## src/rtl/xor_cipher_pkg.sv

```systemverilog
`default_nettype none
// ============================================================================
//  Module   : xor_cipher_pkg
//  Brief    : Shared types and constants for the XOR cipher receive deframer.
//  Revision : 1.0  initial release
// ============================================================================
package xor_cipher_pkg;

    typedef enum logic [1:0] {
        HUNT    = 2'd0,
        PAYLOAD = 2'd1,
        CHECK   = 2'd2
    } state_t;

    localparam int                BYTE_W            = 8;
    localparam logic [BYTE_W-1:0] SYNC_WORD_DEFAULT = 8'hB4;

    localparam int FILL_W     = 4;
    localparam int BIT_CNT_W  = 3;
    localparam int BYTE_CNT_W = 8;
    localparam int MISS_CNT_W = 4;
    localparam int STAT_W     = 8;

endpackage
`default_nettype wire

```

## src/rtl/xor_rx_deframer_if.sv

```systemverilog
`default_nettype none
// ============================================================================
//  Module   : xor_rx_deframer_if
//  Brief    : Serial bit input and byte/frame status outputs of the deframer.
//  Revision : 1.0  initial release
// ============================================================================
interface xor_rx_deframer_if;
    import xor_cipher_pkg::*;

    logic              bit_i;
    logic              bit_en;
    logic [BYTE_W-1:0] byte_o;
    logic              byte_vld;
    logic              frame_start;
    logic              locked;
    logic              sync_lost;
    logic [STAT_W-1:0] frame_cnt;
    logic [STAT_W-1:0] miss_tot;

    // Deframer side
    modport master (
        input  bit_i, bit_en,
        output byte_o, byte_vld, frame_start, locked, sync_lost, frame_cnt, miss_tot
    );

    // Bit source / byte consumer side
    modport slave (
        output bit_i, bit_en,
        input  byte_o, byte_vld, frame_start, locked, sync_lost, frame_cnt, miss_tot
    );

endinterface
`default_nettype wire

```

## src/rtl/xor_bit_sipo.sv

```systemverilog
`default_nettype none
// ============================================================================
//  Module   : xor_bit_sipo
//  Brief    : MSB-first serial-in window with sync clear and saturating fill.
//  Revision : 1.0  initial release
// ============================================================================
module xor_bit_sipo
    import xor_cipher_pkg::*;
(
    input  wire logic              clk,
    input  wire logic              rst,
    input  wire logic              i_en,
    input  wire logic              i_bit,
    input  wire logic              i_clr,
    output logic      [BYTE_W-1:0] o_win,
    output logic                   o_full,
    output logic                   o_byte_done
);

    // Only the seven most recent bits are stored; the live bit completes the
    // 8-bit window, so o_win is the post-shift value in the sampling cycle.
    logic [BYTE_W-2:0] r_sh_q,   w_sh_d;
    logic [FILL_W-1:0] r_fill_q, w_fill_d;

    always_comb begin
        w_sh_d   = r_sh_q;
        w_fill_d = r_fill_q;
        if (i_clr) begin
            w_sh_d   = '0;
            w_fill_d = '0;
        end else if (i_en) begin
            w_sh_d = {r_sh_q[BYTE_W-3:0], i_bit};
            if (r_fill_q != FILL_W'(BYTE_W)) begin
                w_fill_d = r_fill_q + FILL_W'(1);
            end
        end
    end

    always_ff @(posedge clk) begin
        if (rst) begin
            r_sh_q   <= '0;
            r_fill_q <= '0;
        end else begin
            r_sh_q   <= w_sh_d;
            r_fill_q <= w_fill_d;
        end
    end

    assign o_win       = {r_sh_q, i_bit};
    assign o_full      = i_en && (r_fill_q >= FILL_W'(BYTE_W - 1));
    assign o_byte_done = i_en && (r_fill_q == FILL_W'(BYTE_W - 1));

endmodule
`default_nettype wire

```

## src/rtl/xor_rx_deframer.sv

```systemverilog
`default_nettype none
// ============================================================================
//  Module   : xor_rx_deframer
//  Brief    : Sync-word hunting byte deframer with flywheel lock tracking.
//             Define XOR_RX_STATS_EN to enable frame_cnt / miss_tot counters.
//  Revision : 1.0  initial release
// ============================================================================
module xor_rx_deframer
    import xor_cipher_pkg::*;
#(
    parameter logic [BYTE_W-1:0] SYNC_WORD = SYNC_WORD_DEFAULT,
    parameter int                FRAME_LEN = 4,
    parameter int                MISS_MAX  = 3
)(
    input  wire logic        clk,
    input  wire logic        rst,
    xor_rx_deframer_if.master bus
);

    localparam logic [BYTE_CNT_W-1:0] C_LAST_BYTE = BYTE_CNT_W'(FRAME_LEN - 1);
    localparam logic [MISS_CNT_W:0]   C_MISS_MAX  = (MISS_CNT_W + 1)'(MISS_MAX);

    state_t                r_state_q,       w_state_d;
    logic [BYTE_CNT_W-1:0] r_byte_cnt_q,    w_byte_cnt_d;
    logic [MISS_CNT_W-1:0] r_miss_cnt_q,    w_miss_cnt_d;
    logic [BYTE_W-1:0]     r_byte_q,        w_byte_d;
    logic                  r_byte_vld_q,    w_byte_vld_d;
    logic                  r_frame_start_q, w_frame_start_d;
    logic                  r_locked_q,      w_locked_d;
    logic                  r_sync_lost_q,   w_sync_lost_d;

    logic [BYTE_W-1:0]     w_shift;
    logic                  w_full;
    logic                  w_byte_done;
    logic                  w_sipo_clr;
    logic [MISS_CNT_W:0]   w_miss_inc;

    xor_bit_sipo u_sipo (
        .clk         (clk),
        .rst         (rst),
        .i_en        (bus.bit_en),
        .i_bit       (bus.bit_i),
        .i_clr       (w_sipo_clr),
        .o_win       (w_shift),
        .o_full      (w_full),
        .o_byte_done (w_byte_done)
    );

    assign w_miss_inc = {1'b0, r_miss_cnt_q} + (MISS_CNT_W + 1)'(1);

    // The SIPO is cleared at every byte boundary once locked, so its fill
    // count doubles as the bit-within-byte counter.
    always_comb begin
        w_state_d       = r_state_q;
        w_byte_cnt_d    = r_byte_cnt_q;
        w_miss_cnt_d    = r_miss_cnt_q;
        w_byte_d        = r_byte_q;
        w_byte_vld_d    = 1'b0;
        w_frame_start_d = 1'b0;
        w_sync_lost_d   = 1'b0;
        w_sipo_clr      = 1'b0;
        case (r_state_q)
            HUNT: begin
                if (w_full && (w_shift == SYNC_WORD)) begin
                    w_state_d    = PAYLOAD;
                    w_byte_cnt_d = '0;
                    w_miss_cnt_d = '0;
                    w_sipo_clr   = 1'b1;
                end
            end
            PAYLOAD: begin
                if (w_byte_done) begin
                    w_sipo_clr      = 1'b1;
                    w_byte_d        = w_shift;
                    w_byte_vld_d    = 1'b1;
                    w_frame_start_d = (r_byte_cnt_q == '0);
                    if (r_byte_cnt_q == C_LAST_BYTE) begin
                        w_state_d    = CHECK;
                        w_byte_cnt_d = '0;
                    end else begin
                        w_byte_cnt_d = r_byte_cnt_q + BYTE_CNT_W'(1);
                    end
                end
            end
            CHECK: begin
                if (w_byte_done) begin
                    w_sipo_clr = 1'b1;
                    if (w_shift == SYNC_WORD) begin
                        w_miss_cnt_d = '0;
                        w_state_d    = PAYLOAD;
                    end else if (w_miss_inc < C_MISS_MAX) begin
                        w_miss_cnt_d = w_miss_inc[MISS_CNT_W-1:0];
                        w_state_d    = PAYLOAD;
                    end else begin
                        w_miss_cnt_d  = '0;
                        w_state_d     = HUNT;
                        w_sync_lost_d = 1'b1;
                    end
                end
            end
            default: begin
                w_state_d = HUNT;
            end
        endcase
        w_locked_d = (w_state_d != HUNT);
    end

    always_ff @(posedge clk) begin
        if (rst) begin
            r_state_q       <= HUNT;
            r_byte_cnt_q    <= '0;
            r_miss_cnt_q    <= '0;
            r_byte_q        <= '0;
            r_byte_vld_q    <= 1'b0;
            r_frame_start_q <= 1'b0;
            r_locked_q      <= 1'b0;
            r_sync_lost_q   <= 1'b0;
        end else begin
            r_state_q       <= w_state_d;
            r_byte_cnt_q    <= w_byte_cnt_d;
            r_miss_cnt_q    <= w_miss_cnt_d;
            r_byte_q        <= w_byte_d;
            r_byte_vld_q    <= w_byte_vld_d;
            r_frame_start_q <= w_frame_start_d;
            r_locked_q      <= w_locked_d;
            r_sync_lost_q   <= w_sync_lost_d;
        end
    end

    assign bus.byte_o      = r_byte_q;
    assign bus.byte_vld    = r_byte_vld_q;
    assign bus.frame_start = r_frame_start_q;
    assign bus.locked      = r_locked_q;
    assign bus.sync_lost   = r_sync_lost_q;

`ifdef XOR_RX_STATS_EN
    logic              w_check_match;
    logic              w_check_miss;
    logic [STAT_W-1:0] r_frame_cnt_q, w_frame_cnt_d;
    logic [STAT_W-1:0] r_miss_tot_q,  w_miss_tot_d;

    assign w_check_match = (r_state_q == CHECK) && w_byte_done && (w_shift == SYNC_WORD);
    assign w_check_miss  = (r_state_q == CHECK) && w_byte_done && (w_shift != SYNC_WORD);

    always_comb begin
        w_frame_cnt_d = r_frame_cnt_q;
        w_miss_tot_d  = r_miss_tot_q;
        if (w_check_match && (r_frame_cnt_q != '1)) begin
            w_frame_cnt_d = r_frame_cnt_q + STAT_W'(1);
        end
        if (w_check_miss && (r_miss_tot_q != '1)) begin
            w_miss_tot_d = r_miss_tot_q + STAT_W'(1);
        end
    end

    always_ff @(posedge clk) begin
        if (rst) begin
            r_frame_cnt_q <= '0;
            r_miss_tot_q  <= '0;
        end else begin
            r_frame_cnt_q <= w_frame_cnt_d;
            r_miss_tot_q  <= w_miss_tot_d;
        end
    end

    assign bus.frame_cnt = r_frame_cnt_q;
    assign bus.miss_tot  = r_miss_tot_q;
`else
    assign bus.frame_cnt = '0;
    assign bus.miss_tot  = '0;
`endif

endmodule
`default_nettype wire
```

## src/flat_wrapper.sv

```systemverilog
// flat-port wrapper written by rule: the top's interface ports become plain ports
module xor_rx_deframer_flat import xor_cipher_pkg::*;
#(
    parameter logic [BYTE_W-1:0] SYNC_WORD = SYNC_WORD_DEFAULT,
    parameter int                FRAME_LEN = 4,
    parameter int                MISS_MAX  = 3
)
  (clk, rst, bus_bit_i, bus_bit_en, bus_byte_o, bus_byte_vld, bus_frame_start, bus_locked, bus_sync_lost, bus_frame_cnt, bus_miss_tot);
  xor_rx_deframer_if bus_i ();
  input  wire logic clk;
  input  wire logic rst;
  input wire logic [$bits(bus_i.bit_i)-1:0] bus_bit_i;
  input wire logic [$bits(bus_i.bit_en)-1:0] bus_bit_en;
  output wire logic [$bits(bus_i.byte_o)-1:0] bus_byte_o;
  output wire logic [$bits(bus_i.byte_vld)-1:0] bus_byte_vld;
  output wire logic [$bits(bus_i.frame_start)-1:0] bus_frame_start;
  output wire logic [$bits(bus_i.locked)-1:0] bus_locked;
  output wire logic [$bits(bus_i.sync_lost)-1:0] bus_sync_lost;
  output wire logic [$bits(bus_i.frame_cnt)-1:0] bus_frame_cnt;
  output wire logic [$bits(bus_i.miss_tot)-1:0] bus_miss_tot;
  assign bus_i.bit_i = bus_bit_i;
  assign bus_i.bit_en = bus_bit_en;
  assign bus_byte_o = bus_i.byte_o;
  assign bus_byte_vld = bus_i.byte_vld;
  assign bus_frame_start = bus_i.frame_start;
  assign bus_locked = bus_i.locked;
  assign bus_sync_lost = bus_i.sync_lost;
  assign bus_frame_cnt = bus_i.frame_cnt;
  assign bus_miss_tot = bus_i.miss_tot;
  xor_rx_deframer #(.SYNC_WORD(SYNC_WORD), .FRAME_LEN(FRAME_LEN), .MISS_MAX(MISS_MAX)) u_core (.clk(clk), .rst(rst), .bus(bus_i));
endmodule
```

## config.mk

```make
export PLATFORM = sky130hd
export DESIGN_NAME = xor_rx_deframer_flat
export DESIGN_NICKNAME = d
export VERILOG_FILES = /design/src/rtl/xor_cipher_pkg.sv /design/src/rtl/xor_rx_deframer_if.sv /design/src/rtl/xor_bit_sipo.sv /design/src/rtl/xor_rx_deframer.sv /design/src/flat_wrapper.sv
export SDC_FILE = /design/constraint.sdc
export NUM_CORES = 1
export LEC_CHECK = 0
export BUFFER_PORTS_ARGS = -buffer_cell sky130_fd_sc_hd__buf_2
export CORE_UTILIZATION = 44
export CTS_CLUSTER_DIAMETER = 80
export DETAILED_ROUTE_END_ITERATION = 12
export MAX_ROUTING_LAYER = met4
export PLACE_DENSITY = 0.75
export SYNTH_ARGS = -nofsm -noshare
export SYNTH_HDL_FRONTEND = slang
export SYNTH_SLANG_ARGS = --single-unit
```

## constraint.sdc

```tcl
create_clock -name clk -period 5.2 [get_ports clk]
set_input_delay 1.04 -clock clk [delete_from_list [all_inputs] [get_ports clk]]
set_output_delay 1.04 -clock clk [all_outputs]
set_load 0.05 [all_outputs]
```

; After elaboration in Yosys (flattened, before gate mapping)
; Cells that the tools add are included.
[op_classes]
add_sub_neg = 3
eq_ne = 9
magnitude_cmp = 2
muxes = 20
bitwise = 3
reduce_logical = 17
[ops]
columns = cell, count
row1 = 2-to-1 mux 8 bit, 3
row2 = 2-to-1 mux 4 bit, 4
row3 = case mux 8 bit (2 select lines), 1
row4 = 2-to-1 mux 2 bit, 5
row5 = adder 8 x 1 -> 8 bit (second input constant), 1
row6 = == test 8 x 2 -> 1 bit (second input constant), 1
row7 = == test 8 bit (second input constant), 1
row8 = zero test 8 bit, 1
row9 = case mux 4 bit (2 select lines), 1
row10 = case mux 2 bit (3 select lines), 1
row11 = AND reduction 3 bit, 2
row12 = nonzero test 2 bit, 3
row13 = OR reduction 2 bit, 3
row14 = adder 4 x 1 -> 5 bit (second input constant), 1
row15 = less-than comparator 5 x 2 -> 1 bit (second input constant), 1
row16 = adder 4 x 1 -> 4 bit (second input constant), 1
row17 = == test 4 x 3 -> 1 bit (second input constant), 1
row18 = >= comparator 4 x 3 -> 1 bit (second input constant), 1
row19 = 2-to-1 mux 1 bit, 4
row20 = != test 2 bit (second input constant), 2
row21 = != test 4 bit (second input constant), 1
row22 = AND reduction 2 bit, 2
row23 = OR reduction 4 bit, 1
row24 = logical AND 1 bit, 3
row25 = 7 further kinds, 9
[totals]
register_bits = 37
elab_cells = 64

; Depth between registers and ports, before layout
[depth]
word_depth = 7
mapped_depth = 8
ltp_nobuf = 7

; Cells and area by module
; A second synthesis with hierarchy kept.
[hier_totals]
cells_unflattened = 225
hier_area_um2 = 1930.6
[by_module_without_submodules]
columns = mod, cells_per_inst, area_per_inst_um2, n_inst, seq_area_each_um2
row1 = xor_rx_deframer, 174, 1453.9, 1, 520.5
row2 = xor_bit_sipo, 51, 476.7, 1, 220.2

; Worst setup path after synthesis
; OpenSTA, ideal clock, no wires.
[synth_timing]
path_type = in2reg
startpoint = input port bus_bit_i
endpoint = register u_core.r_byte_cnt_q[5]
path_buffers = 0
required_time_ns = 5.130
arrival_ns = 2.678
setup_slack_ns = 2.451
stages = 5
setup_time_ns = 0.070
path_cell_list = or4b_4 -> o41ai_4 -> o21ai_2 -> or4_1 -> a21oi_1
[synth_between]
elab_chain_cells = 4
[synth_lines]
columns = item, line
row1 = start: declaration, flat_wrapper.sv:12  ; input wire logic [$bits(bus_i.bit_i)-1:0] bus_bit_i;
row2 = == test 8 bit, xor_rx_deframer.sv:64  ; if (w_full && (w_shift == SYNC_WORD)) begin
row3 = logical AND 1 bit, xor_rx_deframer.sv:64
row4 = != test 2 x 1 -> 1 bit (no source line), -
row5 = AND reduction 3 bit (no source line), -
row6 = end signal: assignment, xor_rx_deframer.sv:120  ; r_byte_cnt_q <= w_byte_cnt_d;
row7 = end: declaration, xor_rx_deframer.sv:24  ; logic [BYTE_CNT_W-1:0] r_byte_cnt_q, w_byte_cnt_d;
; Every way passes these cells.
; A chain may end at the register's enable or synchronous reset.

; Worst setup path after layout
[layout_timing]
startpoint = input port bus_bit_i
endpoint = register u_core.r_byte_cnt_q[7]
; Same word-level chain as after synthesis.

==> flow_metrics.tcl <==
set metrics [dict create \
    status "finished clean" \
    place_hpwl_um 2350 \
    synthArstFlopShare_pct 0 \
    grt_pass1_wl_um 5750 \
    grt_pass1_vias 1244 \
    grt_max_degree 25 \
    crit_fanout 6 \
    worst_slack_ns 2.47 \
    finalSetupTns_ns 0 \
    cp.required_ns 5.39 \
    ctsResizeCount 0 \
    maxCapViolCount 0 \
    relSlewSlack_pct 52.5 \
    yosysSeqAreaShare_pct 40.1 \
    antenna_found_initial 0 \
    critPathCaptureType "flop" \
    hold_viol_final 0 \
    critPathBufInv 1 \
    vdd_ir_drop_max_uv 189 \
    yosysWarnings 0 \
    cts_made_buffers 5 \
    clock_latency_ns 0.28 \
    globalRouteOverflowTotal 0 \
    crit_start "bus_bit_i" \
    ant_nets 0 \
    path_depth 6 \
    syn_inst 209 \
    fin_cells 273 \
    rows 23 \
    p_leak_nw 0.863 \
    start_util_pct 45.8 \
    arrival_ns 2.92 \
    drc 0 \
    period_needed_ns 2.73 \
    synth_edf_count 0 \
    crit_type "in -> reg" \
    ys_ff_latch 37 \
    dp_slack_ns 2.19 \
    synth.top_cell.area_share_pct 40.1 \
    clockBufferDepth 2 \
    core_sq_mm 0.00403 \
    drt_iter0_markers 67 \
    fp.dieArea_sq_mm 0.00446 \
    viasPerCell 5.11 \
    gp_congestion 0.944 \
    post_drt_wl_per_cell_um 11.8 \
    r2r-end "u_core.r_byte_cnt_q[7]$_SDFFE_PP0P_" \
    startpoint_type "input port" \
    utilization_pct 49.6 \
    cts.sinks 37 \
    synth_area_sq_mm 0.00185 \
    endpoint "u_core.r_byte_cnt_q[7]$_SDFFE_PP0P_" \
    fin_nets 236 \
    drive_gt1_share_pct 13.5 \
    area_growth_syn_to_layout_pct 8.13 \
    worst_path_largest_cell_delay_ns 0.55 \
    rsz0062_at_grt "false" \
    tightest_slew_ns 0.711 \
    wl_um 3230 \
    cts_root_buf "clkbuf_8" \
    htree_levels 2 \
    synth_area_leaders "dfxtp_1 (40%), buf_4 (6.5%), ha_1 (6.1%)" \
    critical-path-slowest-cell "or4b_4" \
    path_clk_slew_ns 0.07 \
    dp.cells 266 \
    power_density_mw_per_mm2 283 \
    grtUsageTotal_pct 17.5 \
    crit_family "simple AND/OR/NAND/NOR gates" \
    yosysTopAreaCell "dfxtp_1" \
    port_buffers 15 \
    post_cts_buffers 0 \
    synth-main-ff-cell "dfxtp_1" \
    r2r_setup_slack_ns 2.98 \
    dieWidth_um 66.8 \
    first_pass_iters 4 \
    die_y_um 66.8 \
    period_share_pct 52.5 \
    clock_skew_ns 0.00891 \
    io_pins 32 \
    timing.fmax_mhz 366 \
    avgSynthCellArea_sq_um 8.84 \
    path_cells "buf_2, or4b_4, o41ai_4, and3_1, a41oi_1, a311oi_1" \
    r2r_start "u_core.u_sipo.r_sh_q[0]$_SDFFE_PP0P_" \
    r2r_cells 5 \
    final_common_cell "dfxtp_1" \
    slew_viol_final 0 \
    final_cell_mix "dfxtp_1 (37), nand2_1 (23), a21oi_1 (19), nor2_1 (19), conb_1 (16)" \
    antenna_cells 0 \
    vias 1394 \
    fillers 413 \
    hold_path.class "reg -> reg" \
    holdBufCountCts 0 \
    cts_tree "built" \
    synth_cell_types 44 \
    finalSetupViolCount 0 \
]
area by class of cell:
cell class	instances	area (sq um)	area share [%]
Multi-Input combinational cell	156	985	49.3
Sequential cell	37	741	37.1
Timing Repair Buffer	15	75.1	3.76
Clock buffer	5	68.8	3.45
Tap cell	50	62.6	3.13
Clock inverter	2	35.0	1.75
Inverter	8	30.0	1.50
per-stage QoR:
stage / hold slack [ns] / area [sq um] / power (W)
after floorplan: 0.444 / 1900 / 0.000342
after global placement: 0.442 / 1890 / 0.000337
after detailed placement: 0.444 / 1890 / 0.000338
after CTS: 0.454 / 2000 / 0.000571
after global routing: 0.476 / 2000 / 0.000586
final: 0.453 / 2000 / 0.000564
worst reg2reg max path, stage by stage (launching register included):
cell and delay, ns:
dfxtp_1 0.34, or4b_4 0.58, o41ai_4 0.44, and3_1 0.37, a41oi_1 0.15, a311oi_1 0.26
synth_stat cells (2+ instances only):
cell / number
a21oi_1: 19
a311oi_1: 5
a31o_2: 2
a41oi_1: 2
and3_1: 6
buf_4: 16
clkbuf_1: 5
dfxtp_1: 37
ha_1: 9
inv_1: 8
mux2i_1: 9
nand2_1: 23
nand2b_1: 5
nand3_1: 4
nand4b_1: 2
nor2_1: 19
nor2b_1: 3
nor3b_1: 2
nor4_1: 2
o21ai_0: 4
o21bai_1: 2
or2_2: 2
xnor2_1: 2
worst min path at each step:
stage | startpoint | to | slack (ns) | depth (start not counted)
4_1_cts | u_core.bus.byte_o[7]$_SDFFE_PP0P_ | u_core.bus.byte_o[7]$_SDFFE_PP0P_ | 0.45 | 2
3_3_place_gp | u_core.bus.byte_o[5]$_SDFFE_PP0P_ | u_core.bus.byte_o[5]$_SDFFE_PP0P_ | 0.44 | 2
6_report | u_core.bus.byte_o[7]$_SDFFE_PP0P_ | u_core.bus.byte_o[7]$_SDFFE_PP0P_ | 0.45 | 2
5_1_grt | u_core.bus.byte_o[2]$_SDFFE_PP0P_ | u_core.bus.byte_o[2]$_SDFFE_PP0P_ | 0.48 | 2
3_5_place_dp | u_core.bus.byte_o[7]$_SDFFE_PP0P_ | u_core.bus.byte_o[7]$_SDFFE_PP0P_ | 0.44 | 2
2_1_floorplan | u_core.u_sipo.r_sh_q[6]$_SDFFE_PP0P_ | u_core.bus.byte_o[7]$_SDFFE_PP0P_ | 0.44 | 2
cell families after synthesis:
| kind of cell | share of synthesized area [%] |
|---|---|
| buf+inv | 9.62 |
| xor+xnor | 1.42 |
| other cells | 0.203 |
| mux | 4.88 |
| fa+ha+maj | 6.10 |
| simple gates | 21.0 |
| flops | 40.1 |
| compound gates | 16.7 |
where the power goes:
group | leakage, nW | internal [W] | switching, W | total [W]
Clock | 0.0540 | 0.000139 | 0.0000941 | 0.000233
Sequential | 0.299 | 0.000286 | 0.00000263 | 0.000289
Combinational | 0.511 | 0.00000642 | 0.0000359 | 0.0000423
state kept, by name, summed over array words and instances, names as in the netlist:
register	cells
u_core.r_byte_cnt_q	8
u_core.u_sipo.r_fill_q	4
u_core.bus.byte_vld	1
u_core.u_sipo.r_sh_q	7
u_core.r_miss_cnt_q	4
u_core.bus.frame_start	1
u_core.r_state_q	2
u_core.bus.sync_lost	1
u_core.bus.byte_o	8
u_core.bus.locked	1
routing by layer:
layer | routed length, um | share of wire [%] | GRT usage, %
met3 | 104 | 3.2 | 4.79
met2 | 1470 | 46 | 26.3
met4 | 27 | 0.84 | 6.91
met5 | 0 | 0 | -
met1 | 1630 | 50 | 22.3
Note: power is estimated with default switching activity, not from simulation.
